## src/rtl/tour_cmd.sv

```systemverilog
// Knight's-tour command sequencer: replays solved moves as two motion
// commands each, or passes UART commands through when no tour is active.
module tour_cmd #(
  parameter int NUM_MOVES = 24
) (
  input  logic        clk,
  input  logic        rst,
  input  logic        start_tour,
  input  logic [7:0]  move,
  output logic [4:0]  mv_indx,
  input  logic [15:0] cmd_UART,
  input  logic        cmd_rdy_UART,
  output logic [15:0] cmd,
  output logic        cmd_rdy,
  input  logic        clr_cmd_rdy,
  input  logic        send_resp,
  output logic [7:0]  resp
);

  localparam logic [4:0] LAST = 5'(NUM_MOVES - 1);
  localparam logic [7:0] HD_N = 8'h00;
  localparam logic [7:0] HD_W = 8'h3F;
  localparam logic [7:0] HD_S = 8'h7F;
  localparam logic [7:0] HD_E = 8'hBF;

  typedef enum logic [2:0] {
    IDLE, HORZ, HWAIT, VERT, VWAIT
  } state_t;

  state_t      r_state;
  logic [4:0]  r_indx;
  logic        r_rdy;
  logic        r_active;
  logic        r_vleg;

  logic [7:0]  w_hhd;
  logic [7:0]  w_vhd;
  logic [3:0]  w_hsq;
  logic [3:0]  w_vsq;
  logic [15:0] w_tour_cmd;

  always_ff @(posedge clk) begin
    if (rst) begin
      r_state  <= IDLE;
      r_indx   <= '0;
      r_rdy    <= 1'b0;
      r_active <= 1'b0;
      r_vleg   <= 1'b0;
    end else begin
      case (r_state)
        IDLE: if (start_tour) begin
          r_state  <= HORZ;
          r_indx   <= '0;
          r_rdy    <= 1'b1;
          r_active <= 1'b1;
          r_vleg   <= 1'b0;
        end
        HORZ: if (clr_cmd_rdy) begin
          r_state <= HWAIT;
          r_rdy   <= 1'b0;
        end
        HWAIT: if (send_resp) begin
          r_state <= VERT;
          r_rdy   <= 1'b1;
          r_vleg  <= 1'b1;
        end
        VERT: if (clr_cmd_rdy) begin
          r_state <= VWAIT;
          r_rdy   <= 1'b0;
        end
        VWAIT: if (send_resp) begin
          r_vleg <= 1'b0;
          if (r_indx == LAST) begin
            r_state  <= IDLE;
            r_active <= 1'b0;
          end else begin
            r_state <= HORZ;
            r_indx  <= r_indx + 5'd1;
            r_rdy   <= 1'b1;
          end
        end
        default: begin
          r_state  <= IDLE;
          r_rdy    <= 1'b0;
          r_active <= 1'b0;
          r_vleg   <= 1'b0;
        end
      endcase
    end
  end

  // Lowest set bit wins on a malformed move code.
  always_comb begin
    w_hhd = HD_N;
    w_hsq = 4'd0;
    w_vhd = HD_N;
    w_vsq = 4'd0;
    priority case (1'b1)
      move[0]: begin
        w_hhd = HD_W; w_hsq = 4'd1;
        w_vhd = HD_N; w_vsq = 4'd2;
      end
      move[1]: begin
        w_hhd = HD_E; w_hsq = 4'd1;
        w_vhd = HD_N; w_vsq = 4'd2;
      end
      move[2]: begin
        w_hhd = HD_W; w_hsq = 4'd2;
        w_vhd = HD_N; w_vsq = 4'd1;
      end
      move[3]: begin
        w_hhd = HD_W; w_hsq = 4'd2;
        w_vhd = HD_S; w_vsq = 4'd1;
      end
      move[4]: begin
        w_hhd = HD_W; w_hsq = 4'd1;
        w_vhd = HD_S; w_vsq = 4'd2;
      end
      move[5]: begin
        w_hhd = HD_E; w_hsq = 4'd1;
        w_vhd = HD_S; w_vsq = 4'd2;
      end
      move[6]: begin
        w_hhd = HD_E; w_hsq = 4'd2;
        w_vhd = HD_S; w_vsq = 4'd1;
      end
      move[7]: begin
        w_hhd = HD_E; w_hsq = 4'd2;
        w_vhd = HD_N; w_vsq = 4'd1;
      end
      default: ;
    endcase
  end

  assign w_tour_cmd = r_vleg ? {4'h3, w_vhd, w_vsq}
                             : {4'h2, w_hhd, w_hsq};

  assign cmd     = r_active ? w_tour_cmd : cmd_UART;
  assign cmd_rdy = r_active ? r_rdy : cmd_rdy_UART;
  assign resp    = r_active ? 8'h5A : 8'hA5;
  assign mv_indx = r_indx;

endmodule

```

## config.mk

```make
export PLATFORM = sky130hd
export DESIGN_NAME = tour_cmd
export DESIGN_NICKNAME = d
export VERILOG_FILES = /design/src/rtl/tour_cmd.sv
export SDC_FILE = /design/constraint.sdc
export NUM_CORES = 1
export LEC_CHECK = 0
export CAP_MARGIN = 15
export CORE_MARGIN = 5
export CORE_UTILIZATION = 30
export CTS_CLUSTER_DIAMETER = 80
export DETAILED_ROUTE_END_ITERATION = 6
export HOLD_SLACK_MARGIN = 0.02
export PLACE_DENSITY_LB_ADDON = 0.05
export SLEW_MARGIN = 0
export SYNTH_ARGS = -nofsm -noshare
export SYNTH_HDL_FRONTEND = slang
export SYNTH_SLANG_ARGS = --single-unit
```

## constraint.sdc

```tcl
create_clock -name clk -period 1.8 [get_ports clk]
set_input_delay 0.18 -clock clk [delete_from_list [all_inputs] [get_ports clk]]
set_output_delay 0.18 -clock clk [all_outputs]
set_load 0.02 [all_outputs]
```

==> results of run 1 <==
## Yosys cell counts, types with 2 or more instances
master and number:
o21ai_0 4, nand4_1 2, a21oi_1 10, buf_4 7, nor2b_1 5, nor2_1 11
o21a_1 6, clkbuf_1 3, mux2_2 3, inv_1 4, dfxtp_1 11, nand2_1 2
nor4_1 2, nor3b_1 2, o211ai_1 2, xnor2_1 3, nand3_1 2, nor3_1 5
## final timing paths
kind	start	endpoint	slack [ps]	cells past startpoint
setup / recovery	r_active$_SDFFE_PP0P_	cmd[14]	80	3
hold / removal	mv_indx[1]$_SDFFE_PP0P_	mv_indx[1]$_SDFFE_PP0P_	510	2
setup reg to reg	mv_indx[0]$_SDFFE_PP0P_	mv_indx[1]$_SDFFE_PP0P_	250	5
hold reg to reg	mv_indx[1]$_SDFFE_PP0P_	mv_indx[1]$_SDFFE_PP0P_	510	2
## what timing repair did
action                     CTS  global route
pin swaps                    4             2
setup endpoints to repair   13             6
resized for setup           54             7
setup buffers                3             0
## worst register-to-register path, stage by stage, from the launching register on
cell and delay (ps):
dfxtp_1 340, ha_1 260, and4b_4 250, a211oi_4 330, nand4_1 140, a21oi_1 170
## power breakdown
group	internal (uW)	switching [uW]
Sequential	259	20.5
Clock	86.0	88.9
Combinational	234	242
## registers in the layout, summed over array words and instances (netlist names)
signal / count
mv_indx: 5
r_active: 1
r_rdy: 1
r_state: 3
r_vleg: 1
## stage by stage
step,hold WS [ps],power (uW),utilization [%],TNS (ps),cells
detailed placement,497,787,54.3,-4540,197
floorplan,353,551,-,0,111
global placement,491,782,54.3,-3800,197
CTS,517,942,55.3,0,204
finish,514,930,56.4,0,204
global route,560,991,56.4,0,204
## cell families after synthesis
| logic type | count (synthesis) |
|---|---|
| AO/OA/AOI/OAI | 35 |
| XOR/XNOR | 4 |
| adder cells (fa/ha/maj) | 1 |
| buffers and inverters | 17 |
| flip-flops | 11 |
| multiplexers | 4 |
| AND/OR/NAND/NOR | 39 |
## metal layers
layer,GRT usage [%],wire length (microns),share of wire (%)
met5,0,0,0
met3,5.53,206,7.2
met2,24.9,1390,49
met1,15.4,1240,43
met4,2.37,17,0.59
## cell type report
class                      instances  area share, %
clock buffer                       4           1.66
inverter                           5           1.19
multi-input combinational         83           39.9
sequential                        11           13.9
tap                               31           2.45
timing repair buffer              70           40.9
==> flow_metrics.env, run 1 <==
export IMPL_status="finished, final reports clean"
export IMPL_drv_slew=0
export IMPL_coreArea_sq_um=2810
export IMPL_worstSetupPathType="flip-flop to output pin"
export IMPL_grt_usage_pct=13.8
export IMPL_rsz0062_at_grt="no"
export IMPL_setup_violations=0
export IMPL_routed_via_density=5.02
export IMPL_totalWireLength_mm=2.86
export IMPL_clock_skew_final_ps=7.07
export IMPL_insertion_delay_ps=280
export IMPL_antenna_found_initial=0
export IMPL_synth_top_family_by_area="compound AO/OA/AOI/OAI gates"
export IMPL_die_area_sq_um=4170
export IMPL_multiInputGateArea_sq_um=631
export IMPL_relSlewSlack_pct=67.2
export IMPL_cts_max_level=1
export IMPL_syn_num_nets=142
export IMPL_final_cell_mix="33 x clkdlybuf4s50_1, 12 x dlygate4sd2_1, 11 x dfxtp_1, 11 x buf_4"
export IMPL_yosysWarningCount=0
export IMPL_power_density_nw_per_um2=588
export IMPL_required_ps=1620
export IMPL_syn_inst=111
export IMPL_seq_area_sq_um=220
export IMPL_grt_overflow=0
export IMPL_endpoint_kind="output pin"
export IMPL_critPathLaunchType="flip-flop"
export IMPL_critical_path_buf_inv_count=2
export IMPL_max_clock_freq_ghz=0.582
export IMPL_firstDrtPassIters=4
export IMPL_muxShareOfSynthArea_pct=5.31
export IMPL_dp_slack_ps=-517
export IMPL_clock_path_buffers=2
export IMPL_final_area_sq_um=1580
export IMPL_yosys_top_cells_area="dfxtp_1 25%, buf_4 5.9%, a21oi_1 5.6%, o21a_1 5.0%, nor2_1 4.6%"
export IMPL_layout_commonest_cell="clkdlybuf4s50_1"
export IMPL_ys_seq_area_share_pct=24.6
export IMPL_layout_setup_ws_ps=83.2
export IMPL_grt_pass1_vias=1011
export IMPL_period_share_pct=95.4
export IMPL_row_count=19
export IMPL_synth_async_sr_flop_share_pct=0
export IMPL_grt_pass1_wl_mm=4.60
export IMPL_max_cap_violations=0
export IMPL_pin_count=60
export IMPL_max_stage_delay_ps=610
export IMPL_synthSimpleGateAreaFrac_pct=24.6
export IMPL_synth_distinct_cells=45
export IMPL_post_route_min_period_ps=1720
export IMPL_diodes=0
export IMPL_cts_clk_slew_worst_paths_ps=80
export IMPL_synth_top_area_cell="dfxtp_1"
export IMPL_final_hold_viol_count=0
export IMPL_synth_edff_count=0
export IMPL_hold_class="flip-flop to flip-flop"
export IMPL_synth_avg_cell_area_sq_um=8.06
export IMPL_dp_hpwl_mm=2.23
export IMPL_drc=0
export IMPL_grt_max_degree=17
export IMPL_cts_buffers=3
export IMPL_power_leakage_uw=0.000624
export IMPL_synth_seq_cells=11
export IMPL_cp_data_arrival_time_ps=1540
export IMPL_path_cells="buf_4, nor2b_1, clkdlybuf4s50_1"
export IMPL_num_vias=1025
export IMPL_synth_xor_area_share_pct=3.92
export IMPL_fp_dieW_microns=64.6
export IMPL_synth_compound_area_share_pct=29.9
export IMPL_nets=205
export IMPL_layout_drive_gt1_share_pct=22.0
export IMPL_gp_congestion=0.830
export IMPL_max_vdd_ir_drop_mv=0.436
export IMPL_hold_buffers=0
export IMPL_tritoncts="yes"
export IMPL_synthAdderAreaFrac_pct=1.40
export IMPL_dpl_cell_area_sq_um=1520
export IMPL_slowest_stage="clkdlybuf4s50_1"
export IMPL_cp_top_family="buffers and inverters"
export IMPL_cts_root_buffer="clkbuf_4"
export IMPL_worst_pin_slew_ps=482
export IMPL_wl_per_cell_microns=14.0
export IMPL_ant_nets=0
export IMPL_nFillCells=275
export IMPL_synth_top_cell_area_share_pct=24.6
export IMPL_cts_sinks=11
export IMPL_initial_core_util_pct=31.9
export IMPL_area_growth_pct=76.8
export IMPL_die_h_microns=64.6
export IMPL_drt_iter0_drc=28
export IMPL_synth_area_sq_um=895
export IMPL_port_buffers=59
export IMPL_cp_max_fo=11
export IMPL_yosys_most_used_dff="dfxtp_1"
Note: power is estimated with default switching activity, not from simulation.
==> inputs of run 2 (changes only) <==
--- a/config.mk
+++ b/config.mk
@@ -7,11 +7,13 @@
 export LEC_CHECK = 0
 export CAP_MARGIN = 15
 export CORE_MARGIN = 5
-export CORE_UTILIZATION = 30
+export CORE_UTILIZATION = 47
 export CTS_CLUSTER_DIAMETER = 80
 export DETAILED_ROUTE_END_ITERATION = 6
+export DONT_BUFFER_PORTS = 1
 export HOLD_SLACK_MARGIN = 0.02
 export PLACE_DENSITY_LB_ADDON = 0.05
+export SKIP_CTS_REPAIR_TIMING = 1
 export SLEW_MARGIN = 0
 export SYNTH_ARGS = -nofsm -noshare
 export SYNTH_HDL_FRONTEND = slang
==> flow_metrics.env, run 2 (synthesis results as in run 1) <==
export IMPL_wl_per_cell_microns=15.3
export IMPL_initial_core_util_pct=50.7
export IMPL_num_vias=835
export IMPL_min_from="clr_cmd_rdy"
export IMPL_cp_max_fo=5
export IMPL_required_ps=2000
export IMPL_endpoint_kind="flip-flop"
export IMPL_path_cells="ha_1, and4b_4, a211oi_4, nand4_1, a21oi_1"
export IMPL_row_count=15
export IMPL_cts_buffers=3
export IMPL_seq_area_sq_um=221
export IMPL_slowest_stage="dfxtp_1"
export IMPL_routed_via_density=5.84
export IMPL_layout_drive_gt1_share_pct=24.6
export IMPL_tns_ps=0
export IMPL_post_route_min_period_ps=1590
export IMPL_period_share_pct=88.6
export IMPL_cts_max_level=1
export IMPL_min_path_cells=2
export IMPL_worst_pin_slew_ps=497
export IMPL_nFillCells=186
export IMPL_die_area_sq_um=2880
export IMPL_cts_root_buffer="clkbuf_4"
export IMPL_max_vdd_ir_drop_mv=0.437
export IMPL_nets=150
export IMPL_diodes=0
export IMPL_clock_path_buffers=2
export IMPL_port_buffers=0
export IMPL_largest_register_ffs=5
export IMPL_multiInputGateArea_sq_um=583
export IMPL_drv_slew=0
export IMPL_max_stage_delay_ps=400
export IMPL_insertion_delay_ps=270
export IMPL_die_h_microns=53.6
export IMPL_final_cell_mix="14 x buf_4, 11 x nor2_1, 10 x a21oi_1, 10 x dfxtp_1, 6 x o21a_1"
export IMPL_cts_clk_slew_worst_paths_ps=70
export IMPL_grt_max_degree=14
export IMPL_cts_sinks=11
export IMPL_firstDrtPassIters=4
export IMPL_totalWireLength_mm=2.19
export IMPL_reg2reg_depth=5
export IMPL_worstSetupPathType="flip-flop to flip-flop"
export IMPL_drt_iter0_drc=19
export IMPL_rsz0062_at_grt="no"
export IMPL_power_leakage_uw=0.000349
export IMPL_drc=0
export IMPL_dp_hpwl_mm=1.74
export IMPL_fp_dieW_microns=53.6
export IMPL_holdWs_ps=81.8
export IMPL_grt_pass1_vias=757
export IMPL_gp_congestion=0.844
export IMPL_setup_violations=0
export IMPL_clock_skew_final_ps=0.861
export IMPL_area_growth_pct=11.3
export IMPL_dp_cells=138
export IMPL_pin_count=60
export IMPL_critPathLaunch="mv_indx[1]$_SDFFE_PP0P_"
export IMPL_critPathLaunchType="flip-flop"
export IMPL_tritoncts="yes"
export IMPL_ant_nets=0
export IMPL_grt_pass1_wl_mm=3.31
export IMPL_power_density_nw_per_um2=763
export IMPL_dpl_cell_area_sq_um=958
export IMPL_relSlewSlack_pct=66.7
export IMPL_antenna_found_initial=0
export IMPL_grt_overflow=0
export IMPL_status="finished, final reports clean"
export IMPL_coreArea_sq_um=1760
export IMPL_r2r_start="mv_indx[1]$_SDFFE_PP0P_"
export IMPL_hold_class="input port to flip-flop"
export IMPL_max_clock_freq_ghz=0.627
export IMPL_max_cap_violations=0
export IMPL_final_area_sq_um=996
export IMPL_grt_usage_pct=15.9
export IMPL_final_hold_viol_count=0
export IMPL_cp_data_arrival_time_ps=1800
export IMPL_layout_commonest_cell="buf_4"
export IMPL_layout_cells_non_filler=143
run 2: path summary, 6_finish.rpt:
kind | endpoint | slack [ps]
setup / recovery | mv_indx[1]$_SDFFE_PP0P_ | 210
hold / removal | r_state[2]$_SDFFE_PP0P_ | 80
setup reg to reg | mv_indx[1]$_SDFFE_PP0P_ | 210
hold reg to reg | r_rdy$_SDFFE_PP0P_ | 520
run 2: critical path: cells and delay by family (launching register included):
kind / cells / cell delay [ps]
adders and majority gates: 1 / 270
AOI/OAI and AO/OA: 2 / 480
DFF: 1 / 400
and+or+nand+nor: 2 / 380
run 2: metrics by stage:
step / power, uW / utilization, % / setup WS [ps]
finish: 760 / 56.5 / 206
floorplan: 551 / - / 280
global placement: 594 / 54.3 / 258
global route: 822 / 56.5 / 69.8
CTS: 768 / 55.8 / 154
detailed placement: 596 / 54.3 / 231
run 2: routing by layer:
layer  routed length (microns)  vias up  share of wire, %  GRT usage [%]
met1                       863      370                39           17.6
met5                         0        -                 0              0
met3                       294        5                13           4.43
li1                          -      413                 -              -
met4                        41        0               1.9           8.94
met2                       990       47                45           27.1
run 2: power breakdown:
group	switching (uW)	internal (uW)	total (uW)
combinational	194	114	308
clock	81.7	85.9	168
sequential	25.0	260	285
total	301	459	760
run 2: final cells by class:
type	instances	share of cell area [%]
multi-input combinational	83	58.5
sequential	11	22.2
timing repair buffer	15	11.6
tap	25	3.14
clock buffer	4	2.64
inverter	5	1.88
==> inputs of run 3 (changes only) <==
--- a/config.mk
+++ b/config.mk
@@ -5,7 +5,7 @@
 export SDC_FILE = /design/constraint.sdc
 export NUM_CORES = 1
 export LEC_CHECK = 0
-export CAP_MARGIN = 15
+export CAP_MARGIN = 0
 export CORE_MARGIN = 5
 export CORE_UTILIZATION = 47
 export CTS_CLUSTER_DIAMETER = 80
==> results of run 3 <==
Final layout, timing and power as in run 2 (identical DEF).
